===== src/rtl/id_stage.sv =====
// -----------------------------------------------------------------------------
// id_stage -- instruction-decode pipeline stage.
//
// Holds the IF/ID pipeline register, the 32x32 register file (one write-back
// port with write-through), the opcode decoder and the ID/EX pipeline register.
//
// Ports:
//   clk, rst        clock; synchronous active-high reset
//   if_instr, if_pc fetched instruction and its PC
//   stall           hold IF/ID, inject a bubble into ID/EX
//   flush           squash IF/ID and ID/EX (branch taken in EXE)
//   wb_en/dest/data register-file write-back port
//   id_src1/2       combinational source indices of the IF/ID instruction
//   id_two_src      combinational: IF/ID instruction reads two registers
//   ex_*            registered control, operands and indices for execute
//   illegal_op      (only with ID_ILLEGAL_DETECT_EN) sticky undefined-opcode flag
//
// Build option: define ID_ILLEGAL_DETECT_EN to add the illegal_op output.
// -----------------------------------------------------------------------------
module id_stage #(
  parameter int          REG_COUNT = 32,
  parameter logic [31:0] NOP_WORD  = 32'h0000_0000
) (
  input  logic        clk,
  input  logic        rst,
  input  logic [31:0] if_instr,
  input  logic [31:0] if_pc,
  input  logic        stall,
  input  logic        flush,
  input  logic        wb_en,
  input  logic [4:0]  wb_dest,
  input  logic [31:0] wb_data,
  output logic [4:0]  id_src1,
  output logic [4:0]  id_src2,
  output logic        id_two_src,
  output logic [31:0] ex_pc,
  output logic [3:0]  ex_cmd,
  output logic        ex_mem_r,
  output logic        ex_mem_w,
  output logic        ex_wb_en,
  output logic [1:0]  ex_br_type,
  output logic [31:0] ex_val1,
  output logic [31:0] ex_val2,
  output logic [31:0] ex_st_val,
  output logic [4:0]  ex_dest,
  output logic [4:0]  ex_src1,
  output logic [4:0]  ex_src2
`ifdef ID_ILLEGAL_DETECT_EN
  ,
  output logic        illegal_op
`endif
);

  // IF/ID pipeline register
  logic [31:0] instr_q, instr_d;
  logic [31:0] pc_q, pc_d;

  // register file
  logic [31:0] regs_q [REG_COUNT];
  logic [31:0] regs_d [REG_COUNT];

  // ID/EX pipeline register
  logic [31:0] ex_pc_q, ex_pc_d;
  logic [3:0]  ex_cmd_q, ex_cmd_d;
  logic        ex_mem_r_q, ex_mem_r_d;
  logic        ex_mem_w_q, ex_mem_w_d;
  logic        ex_wb_en_q, ex_wb_en_d;
  logic [1:0]  ex_br_type_q, ex_br_type_d;
  logic [31:0] ex_val1_q, ex_val1_d;
  logic [31:0] ex_val2_q, ex_val2_d;
  logic [31:0] ex_st_val_q, ex_st_val_d;
  logic [4:0]  ex_dest_q, ex_dest_d;
  logic [4:0]  ex_src1_q, ex_src1_d;
  logic [4:0]  ex_src2_q, ex_src2_d;

  // decoder outputs
  logic [5:0]  opcode_s;
  logic [4:0]  rs_s, rt_s, rd_s;
  logic [31:0] imm_ext_s;
  logic [3:0]  dec_cmd_s;
  logic        dec_mem_r_s;
  logic        dec_mem_w_s;
  logic        dec_wb_en_s;
  logic [1:0]  dec_br_s;
  logic [4:0]  dec_dest_s;
  logic        dec_rtype_s;
  logic        dec_two_src_s;
  logic        dec_illegal_s;

  // register read values (after write-through)
  logic [31:0] rd_val1_s;
  logic [31:0] rd_val2_s;

  // ID/EX captures only when nothing squashes or holds the stage
  logic        capture_s;

  assign opcode_s  = instr_q[31:26];
  assign rs_s      = instr_q[25:21];
  assign rt_s      = instr_q[20:16];
  assign rd_s      = instr_q[15:11];
  assign imm_ext_s = {{16{instr_q[15]}}, instr_q[15:0]};
  assign capture_s = ~(rst | flush | stall);

  assign id_src1    = rs_s;
  assign id_src2    = rt_s;
  assign id_two_src = dec_two_src_s;

  // IF/ID next state: reset/flush load a NOP, stall holds, otherwise capture
  always_comb begin
    instr_d = instr_q;
    pc_d    = pc_q;
    if (rst || flush) begin
      instr_d = NOP_WORD;
      pc_d    = 32'h0000_0000;
    end else if (stall) begin
      instr_d = instr_q;
      pc_d    = pc_q;
    end else begin
      instr_d = if_instr;
      pc_d    = if_pc;
    end
  end

  // IF/ID register
  always_ff @(posedge clk) begin
    instr_q <= instr_d;
    pc_q    <= pc_d;
  end

  // register file next state: clear on reset, r0 writes are dropped
  always_comb begin
    for (int i = 0; i < REG_COUNT; i++) begin
      regs_d[i] = regs_q[i];
    end
    if (rst) begin
      for (int i = 0; i < REG_COUNT; i++) begin
        regs_d[i] = 32'h0000_0000;
      end
    end else if (wb_en && (wb_dest != 5'd0)) begin
      regs_d[wb_dest] = wb_data;
    end else begin
      regs_d[0] = regs_q[0];
    end
  end

  // register file storage
  always_ff @(posedge clk) begin
    for (int i = 0; i < REG_COUNT; i++) begin
      regs_q[i] <= regs_d[i];
    end
  end

  // combinational reads; a same-cycle write-back to the index is forwarded
  always_comb begin
    rd_val1_s = 32'h0000_0000;
    rd_val2_s = 32'h0000_0000;
    if (rs_s == 5'd0) begin
      rd_val1_s = 32'h0000_0000;
    end else if (wb_en && (wb_dest == rs_s)) begin
      rd_val1_s = wb_data;
    end else begin
      rd_val1_s = regs_q[rs_s];
    end
    if (rt_s == 5'd0) begin
      rd_val2_s = 32'h0000_0000;
    end else if (wb_en && (wb_dest == rt_s)) begin
      rd_val2_s = wb_data;
    end else begin
      rd_val2_s = regs_q[rt_s];
    end
  end

  // opcode decoder; unknown opcodes decode as a bubble
  always_comb begin
    dec_cmd_s     = 4'b0000;
    dec_mem_r_s   = 1'b0;
    dec_mem_w_s   = 1'b0;
    dec_wb_en_s   = 1'b0;
    dec_br_s      = 2'b00;
    dec_dest_s    = 5'd0;
    dec_rtype_s   = 1'b0;
    dec_illegal_s = 1'b0;
    case (opcode_s)
      6'b000001: begin dec_cmd_s = 4'b0001; dec_rtype_s = 1'b1; end
      6'b000011: begin dec_cmd_s = 4'b0010; dec_rtype_s = 1'b1; end
      6'b000101: begin dec_cmd_s = 4'b0011; dec_rtype_s = 1'b1; end
      6'b000110: begin dec_cmd_s = 4'b0100; dec_rtype_s = 1'b1; end
      6'b000111: begin dec_cmd_s = 4'b0101; dec_rtype_s = 1'b1; end
      6'b001000: begin dec_cmd_s = 4'b0110; dec_rtype_s = 1'b1; end
      6'b001001: begin dec_cmd_s = 4'b0111; dec_rtype_s = 1'b1; end
      6'b001010: begin dec_cmd_s = 4'b1000; dec_rtype_s = 1'b1; end
      6'b001011: begin dec_cmd_s = 4'b1001; dec_rtype_s = 1'b1; end
      6'b001100: begin dec_cmd_s = 4'b1010; dec_rtype_s = 1'b1; end
      6'b100000: begin dec_cmd_s = 4'b0001; dec_wb_en_s = 1'b1; dec_dest_s = rt_s; end
      6'b100001: begin dec_cmd_s = 4'b0010; dec_wb_en_s = 1'b1; dec_dest_s = rt_s; end
      6'b100100: begin
        dec_cmd_s   = 4'b0001;
        dec_mem_r_s = 1'b1;
        dec_wb_en_s = 1'b1;
        dec_dest_s  = rt_s;
      end
      6'b100101: begin dec_cmd_s = 4'b0001; dec_mem_w_s = 1'b1; end
      6'b101000: begin dec_br_s = 2'b01; end
      6'b101001: begin dec_br_s = 2'b10; end
      6'b101010: begin dec_br_s = 2'b11; end
      6'b000000: begin dec_cmd_s = 4'b0000; end
      default:   begin dec_illegal_s = 1'b1; end
    endcase
    if (dec_rtype_s) begin
      dec_wb_en_s = 1'b1;
      dec_dest_s  = rd_s;
    end else begin
      dec_wb_en_s = dec_wb_en_s;
    end
  end

  // st and bne read [20:16] as a second source alongside R-type
  assign dec_two_src_s = dec_rtype_s | dec_mem_w_s | (dec_br_s == 2'b10);

  // ID/EX next state: bubble (all zero) unless the stage captures
  always_comb begin
    ex_pc_d      = 32'h0000_0000;
    ex_cmd_d     = 4'b0000;
    ex_mem_r_d   = 1'b0;
    ex_mem_w_d   = 1'b0;
    ex_wb_en_d   = 1'b0;
    ex_br_type_d = 2'b00;
    ex_val1_d    = 32'h0000_0000;
    ex_val2_d    = 32'h0000_0000;
    ex_st_val_d  = 32'h0000_0000;
    ex_dest_d    = 5'd0;
    ex_src1_d    = 5'd0;
    ex_src2_d    = 5'd0;
    if (capture_s) begin
      ex_pc_d      = pc_q;
      ex_cmd_d     = dec_cmd_s;
      ex_mem_r_d   = dec_mem_r_s;
      ex_mem_w_d   = dec_mem_w_s;
      ex_wb_en_d   = dec_wb_en_s;
      ex_br_type_d = dec_br_s;
      ex_val1_d    = rd_val1_s;
      ex_val2_d    = dec_rtype_s ? rd_val2_s : imm_ext_s;
      ex_st_val_d  = rd_val2_s;
      ex_dest_d    = dec_dest_s;
      ex_src1_d    = rs_s;
      ex_src2_d    = rt_s;
    end else begin
      ex_pc_d      = 32'h0000_0000;
    end
  end

  // ID/EX register
  always_ff @(posedge clk) begin
    ex_pc_q      <= ex_pc_d;
    ex_cmd_q     <= ex_cmd_d;
    ex_mem_r_q   <= ex_mem_r_d;
    ex_mem_w_q   <= ex_mem_w_d;
    ex_wb_en_q   <= ex_wb_en_d;
    ex_br_type_q <= ex_br_type_d;
    ex_val1_q    <= ex_val1_d;
    ex_val2_q    <= ex_val2_d;
    ex_st_val_q  <= ex_st_val_d;
    ex_dest_q    <= ex_dest_d;
    ex_src1_q    <= ex_src1_d;
    ex_src2_q    <= ex_src2_d;
  end

  assign ex_pc      = ex_pc_q;
  assign ex_cmd     = ex_cmd_q;
  assign ex_mem_r   = ex_mem_r_q;
  assign ex_mem_w   = ex_mem_w_q;
  assign ex_wb_en   = ex_wb_en_q;
  assign ex_br_type = ex_br_type_q;
  assign ex_val1    = ex_val1_q;
  assign ex_val2    = ex_val2_q;
  assign ex_st_val  = ex_st_val_q;
  assign ex_dest    = ex_dest_q;
  assign ex_src1    = ex_src1_q;
  assign ex_src2    = ex_src2_q;

`ifdef ID_ILLEGAL_DETECT_EN
  logic illegal_q, illegal_d;

  // sticky flag: set when an undefined opcode would be issued
  always_comb begin
    illegal_d = illegal_q;
    if (rst) begin
      illegal_d = 1'b0;
    end else if (capture_s && dec_illegal_s) begin
      illegal_d = 1'b1;
    end else begin
      illegal_d = illegal_q;
    end
  end

  // illegal-opcode flag register
  always_ff @(posedge clk) begin
    illegal_q <= illegal_d;
  end

  assign illegal_op = illegal_q;
`else
  logic unused_illegal_s;
  assign unused_illegal_s = dec_illegal_s;
`endif

endmodule


===== config.mk =====
export PLATFORM = sky130hd
export DESIGN_NAME = id_stage
export DESIGN_NICKNAME = d
export VERILOG_FILES = /design/src/rtl/id_stage.sv
export SDC_FILE = /design/constraint.sdc
export NUM_CORES = 2
export LEC_CHECK = 0
export BUFFER_PORTS_ARGS = -buffer_cell sky130_fd_sc_hd__buf_2
export CAP_MARGIN = 20
export CORE_MARGIN = 1.5
export CORE_UTILIZATION = 45
export DETAILED_ROUTE_END_ITERATION = 8
export GPL_TIMING_DRIVEN = 0
export PLACE_DENSITY_LB_ADDON = 0.15
export SLEW_MARGIN = 5
export SYNTH_ARGS = -nofsm -noshare
export SYNTH_HDL_FRONTEND = slang
export SYNTH_SLANG_ARGS = --single-unit

===== constraint.sdc =====
create_clock -name clk -period 8.2 [get_ports clk]
set_clock_uncertainty 0.05 [all_clocks]
set_input_delay 0.41 -clock clk [delete_from_list [all_inputs] [get_ports clk]]
set_output_delay 0.41 -clock clk [all_outputs]
set_load 0.005 [all_outputs]

# ---- Yosys cells after proc, flatten, opt, wreduce, memory -nomap -nowiden
# Memory sizes are Yosys's and may differ from the RTL's. A register that Yosys moved wholly into a read port is not among the register bits.
# Cells that the tools add are included.
dict set report classes {
  bitwise 5
  eq_ne 20
  reduce_logical 13
  magnitude_cmp 2
  n_mux 23
}
# cell count
set ops {}
lappend ops {{$bwmux 1024} 1}
lappend ops {{$mux 1024} 1}
lappend ops {{$mux 992} 1}
lappend ops {{$mux 32} 6}
lappend ops {{$demux 32 s5} 1}
lappend ops {{$eq 6x6->1 const B} 7}
lappend ops {{$pmux 4 s10} 1}
lappend ops {{$eq 6x4->1 const B} 5}
lappend ops {{$mux 5} 6}
lappend ops {{$eq 6x3->1 const B} 3}
lappend ops {{$eq 5x5->1} 2}
lappend ops {{$logic_not 5->1} 2}
lappend ops {{$reduce_or 10->1} 1}
lappend ops {{$eq 6x1->1 const B} 1}
lappend ops {{$eq 6x2->1 const B} 1}
lappend ops {{$ge 6x6->1 const B} 1}
lappend ops {{$lt 6x1->1 const B} 1}
lappend ops {{$not 5->6} 1}
lappend ops {{$pmux 2 s3} 1}
lappend ops {{$mux 1} 5}
lappend ops {{$reduce_bool 5->1} 1}
lappend ops {{$logic_and 1x1->1} 4}
lappend ops {{$or 1x1->1} 4}
lappend ops {{$reduce_or 2->1} 2}
lappend ops {{4 further kinds} 4}
dict set report word_totals {
  wordCells 78
  regBits 216
  mem_bits_rw 1024
  memories 1
  output_inout_bits 163
}
# name depth width rd rd_ports_with_merged_regs wr line
set mem_list {}
lappend mem_list {regs_q 32 32 34 2 32 59} ;# logic [31:0] regs_q [REG_COUNT];

# ---- Logic depth before layout (Yosys ltp)
dict set report depth {
  ltp_word 8
  mapped_depth 10
}

# ---- Least setup slack after synthesis
# No wires, ideal clock.
dict set report synth_path {
  path_kind {register to register}
  startpoint {register (tool-made name)}
  endpoint {register ex_val2_q[10] (netlist: ex_val2[10])}
  synth_period_minus_slack_ps 2598
  required_ps 8016
  setup_time_ps 134
  slack_ps 5602
  stages_incl_launch_ff 9
  path_buffers 4
  arrival_time_ps 2414
  cell_sequence {dfxtp_1 > clkbuf_1 > buf_6 > clkbuf_1 > buf_2 > mux4_2 > mux4_2 > mux2i_1 > o22ai_1}
}
# element line
set synth_rtl {}
lappend synth_rtl {{to (signal assigned)} 261} ;# ex_val2_q <= ex_val2_d;
lappend synth_rtl {{to (decl)} 70} ;# logic [31:0] ex_val2_q, ex_val2_d;

==> out/metrics.yaml <==
cts:
  clock-sinks: 1250
  cts_setup_buffers: 0
  cts_max_level: 4
  clk-insertion-delay-late_ns: 0.81
  tritoncts: "done"
  ctsRootBufferMaster: "clkbuf_16"
  cts.clk_slew.worst_paths_ns: 0.06
  post_cts_resized: 0
  clock_path_buffers: 3
  cts_buffers: 142
global_route:
  grt.total_usage_pct: 44.4
  grt_pass1_vias: 52300
  grt_pass1_wl_um: 406000
  grt-ovfl-total: 0
  grt_max_degree: 17
  antenna_found_initial: 23
layout:
  layout_common_cells: "nand2_1 (2107), dfxtp_1 (1250), a21oi_1 (1040)"
  fin_area_mm2: 0.0680
  area_growth_pct: 15.3
  n_fill_cell: 12300
  drive_gt1_share_pct: 15.1
  fin_nets: 7142
  layout_commonest_cell: "nand2_1"
  final_cells: 8886
  utilization_pct: 52.4
synth:
  async_flop_share_pct: 0
  synth_ff_type: "dfxtp_1"
  synth-xor-area-share_pct: 0.178
  synth_edf_count: 0
  synth_mux_area_share_pct: 23.2
  synth-adder-area-share_pct: 0
  yosys.area.top_type: "dfxtp_1"
  synth_compound_area_share_pct: 13.3
  synth_fp_nets: 6671
  netlist.area_leader.share_pct: 42.4
  syn_area_mm2: 0.0590
  yosys_warnings: 0
  avgSynthCellArea_um2: 8.99
  ys_seq_area_share_pct: 42.4
  synth_cell_types: 51
  synthCells: 6565
  ys_seq_elements: 1250
  synth_top_family_by_area: "multiplexers"
  yosys.area_share.simple_pct: 16.2
  synthTopCellsByArea: "dfxtp_1 (42%), mux4_2 (18%), nand2_1 (13%)"
detailed_routing:
  drt-vias-per-instance: 6.48
  wl_um: 304000
  antenna_left: 0
  drtIter0Drc: 10300
  routedWlPerCell_um: 34.2
  drc: 15
  vias: 57600
  drt-pass1-iter-count: 9
critical_path:
  path_max_fanout: 10
  crit_slowest_cell: "buf_2"
  cp.required_ns: 8.77
  cp.arrival_ns: 5.72
  crit_family: "buffers and inverters"
  r2r_cells: 10
  cp_common_cell: "buf_2"
  start_kind: "register"
  r2r_end: "ex_val1[17]$_SDFF_PP0_"
  max_stage_delay_ns: 0.89
  rrSetupSlack_ns: 3.05
  worstPathBufferInverterCount: 4
  endpoint_kind: "register"
  path_class: "reg -> reg"
  crit_chain: "buf_2 > buf_2 > buf_2 > buf_2 > mux2i_1 > a22oi_1 > a22oi_1 > o211ai_1 > nor2_1 > o21ai_0"
sta:
  max_freq_ghz: 0.194
  finalSetupTns_ns: 0
  fin_ws_ns: 3.05
  slew_violations: 0
  final-setup-viol-count: 0
  slew_headroom_pct: 8.67
  rsz0062_at_grt: "no"
  tightestPinTransition_ns: 1.37
  holdWs_ns: 0.0406
  final-hold-violation-count: 0
  period_share_pct: 62.9
  period_minus_slack_ns: 5.15
status:
  status: "finished with violations"
  violations: "design-rule violations"
die:
  die_x_um: 365
  ios: 269
  placeableCoreArea_mm2: 0.130
  die_h_um: 365
  dieArea_mm2: 0.133
  fp-row-count: 132
  initial_core_util_pct: 45.5
hold_path:
  hp-start: "wb_data[10]"
  hold_end: "regs_q[29][10]$_SDFFE_PP0P_"
  holdPathStages: 3
  hold_class: "in -> reg"
power_and_ir_drop:
  peakVddDrop_mv: 0.171
  total_power_mw: 13.7
  p_leak_nw: 22.1
  p_per_area_mw_per_mm2: 201
placement:
  place_worst_setup_slack_ns: 3.54
  portBuffers: 230
  dp_hpwl_um: 234000
  gp_congestion: 1.11
  dpl-instance-area_mm2: 0.0628
  place_inst: 8563
flow_run:
  maxCapViolations: 0
-- tightest hold or removal path: stages --
cell and delay [ns]:
clkbuf_1 0.24, nand2_1 0.12, a21oi_1 0.06
-- state kept, by name, indices dropped and copies added, names as in the netlist, named ones only --
register,count
ex_br_type,2
ex_cmd,4
ex_dest,5
ex_mem_r,1
ex_mem_w,1
ex_pc,32
ex_src1,5
ex_src2,5
ex_st_val,32
ex_val1,32
ex_val2,32
ex_wb_en,1
instr_q,32
pc_q,32
regs_q,1024
-- metal layers --
metal | global-route usage, % | vias up | share of wire (%)
met5 | 1.42 | - | 0.13
met4 | 30.5 | 28 | 7.9
met3 | 21.3 | 1097 | 16
met2 | 61.6 | 4645 | 40
met1 | 53.9 | 28000 | 36
li1 | - | 23800 | -
-- what timing repair did --
item,4_1_cts,5_1_grt
hold endpoints to repair,76,0
endpoints found under the setup margin,0,0
hold buffers,66,0
-- synthesized netlist by cell type (all sizes together) (23+ instances only) --
cell    instances
a221o          53
buf           118
mux2i         303
mux4          466
o21ai          73
nand2        2107
a22o           23
o22ai          27
a21oi        1040
nor2b          36
a221oi         61
and2           49
a22oi          49
nor3           24
dfxtp        1250
nor2          161
clkbuf        570
-- worst max-delay path by stage --
stage	start	to	slack, ns	cells after the start
finish	register	ex_val1[17]$_SDFF_PP0_	3.05	10
floorplan	register	ex_val2[10]$_SDFF_PP0_	5.60	8
global route	register	ex_val1[17]$_SDFF_PP0_	3.26	10
global placement	register	ex_val1[10]$_SDFF_PP0_	2.58	8
detailed placement	register	ex_val1[17]$_SDFF_PP0_	3.54	10
CTS	register	ex_val1[17]$_SDFF_PP0_	3.50	10
-- where the power goes --
group          total, mW  leakage, nW  internal, mW  switching [mW]
clock network       6.41         2.23          3.67            2.74
registers           6.17         10.1          6.12          0.0420
logic               1.08         9.79         0.275           0.802
-- cell families after synthesis --
group / Yosys count
AO/OA/AOI/OAI: 1383
XOR/XNOR: 12
buffers and inverters: 697
flip-flops: 1250
multiplexers: 786
AND/OR/NAND/NOR: 2437
-- cell type report --
class	count	area (um2)	area share, %
Clock inverter	29	269	0.395
Clock buffer	216	4270	6.27
Antenna cell	7	17.5	0.0257
Sequential cell	1250	25000	36.8
Tap cell	1742	2180	3.20
Buffer	688	2800	4.12
Multi-Input combinational cell	4618	31200	45.9
Inverter	9	33.8	0.0496
Timing Repair Buffer	327	2230	3.28
(Power assumes the default switching activity.)
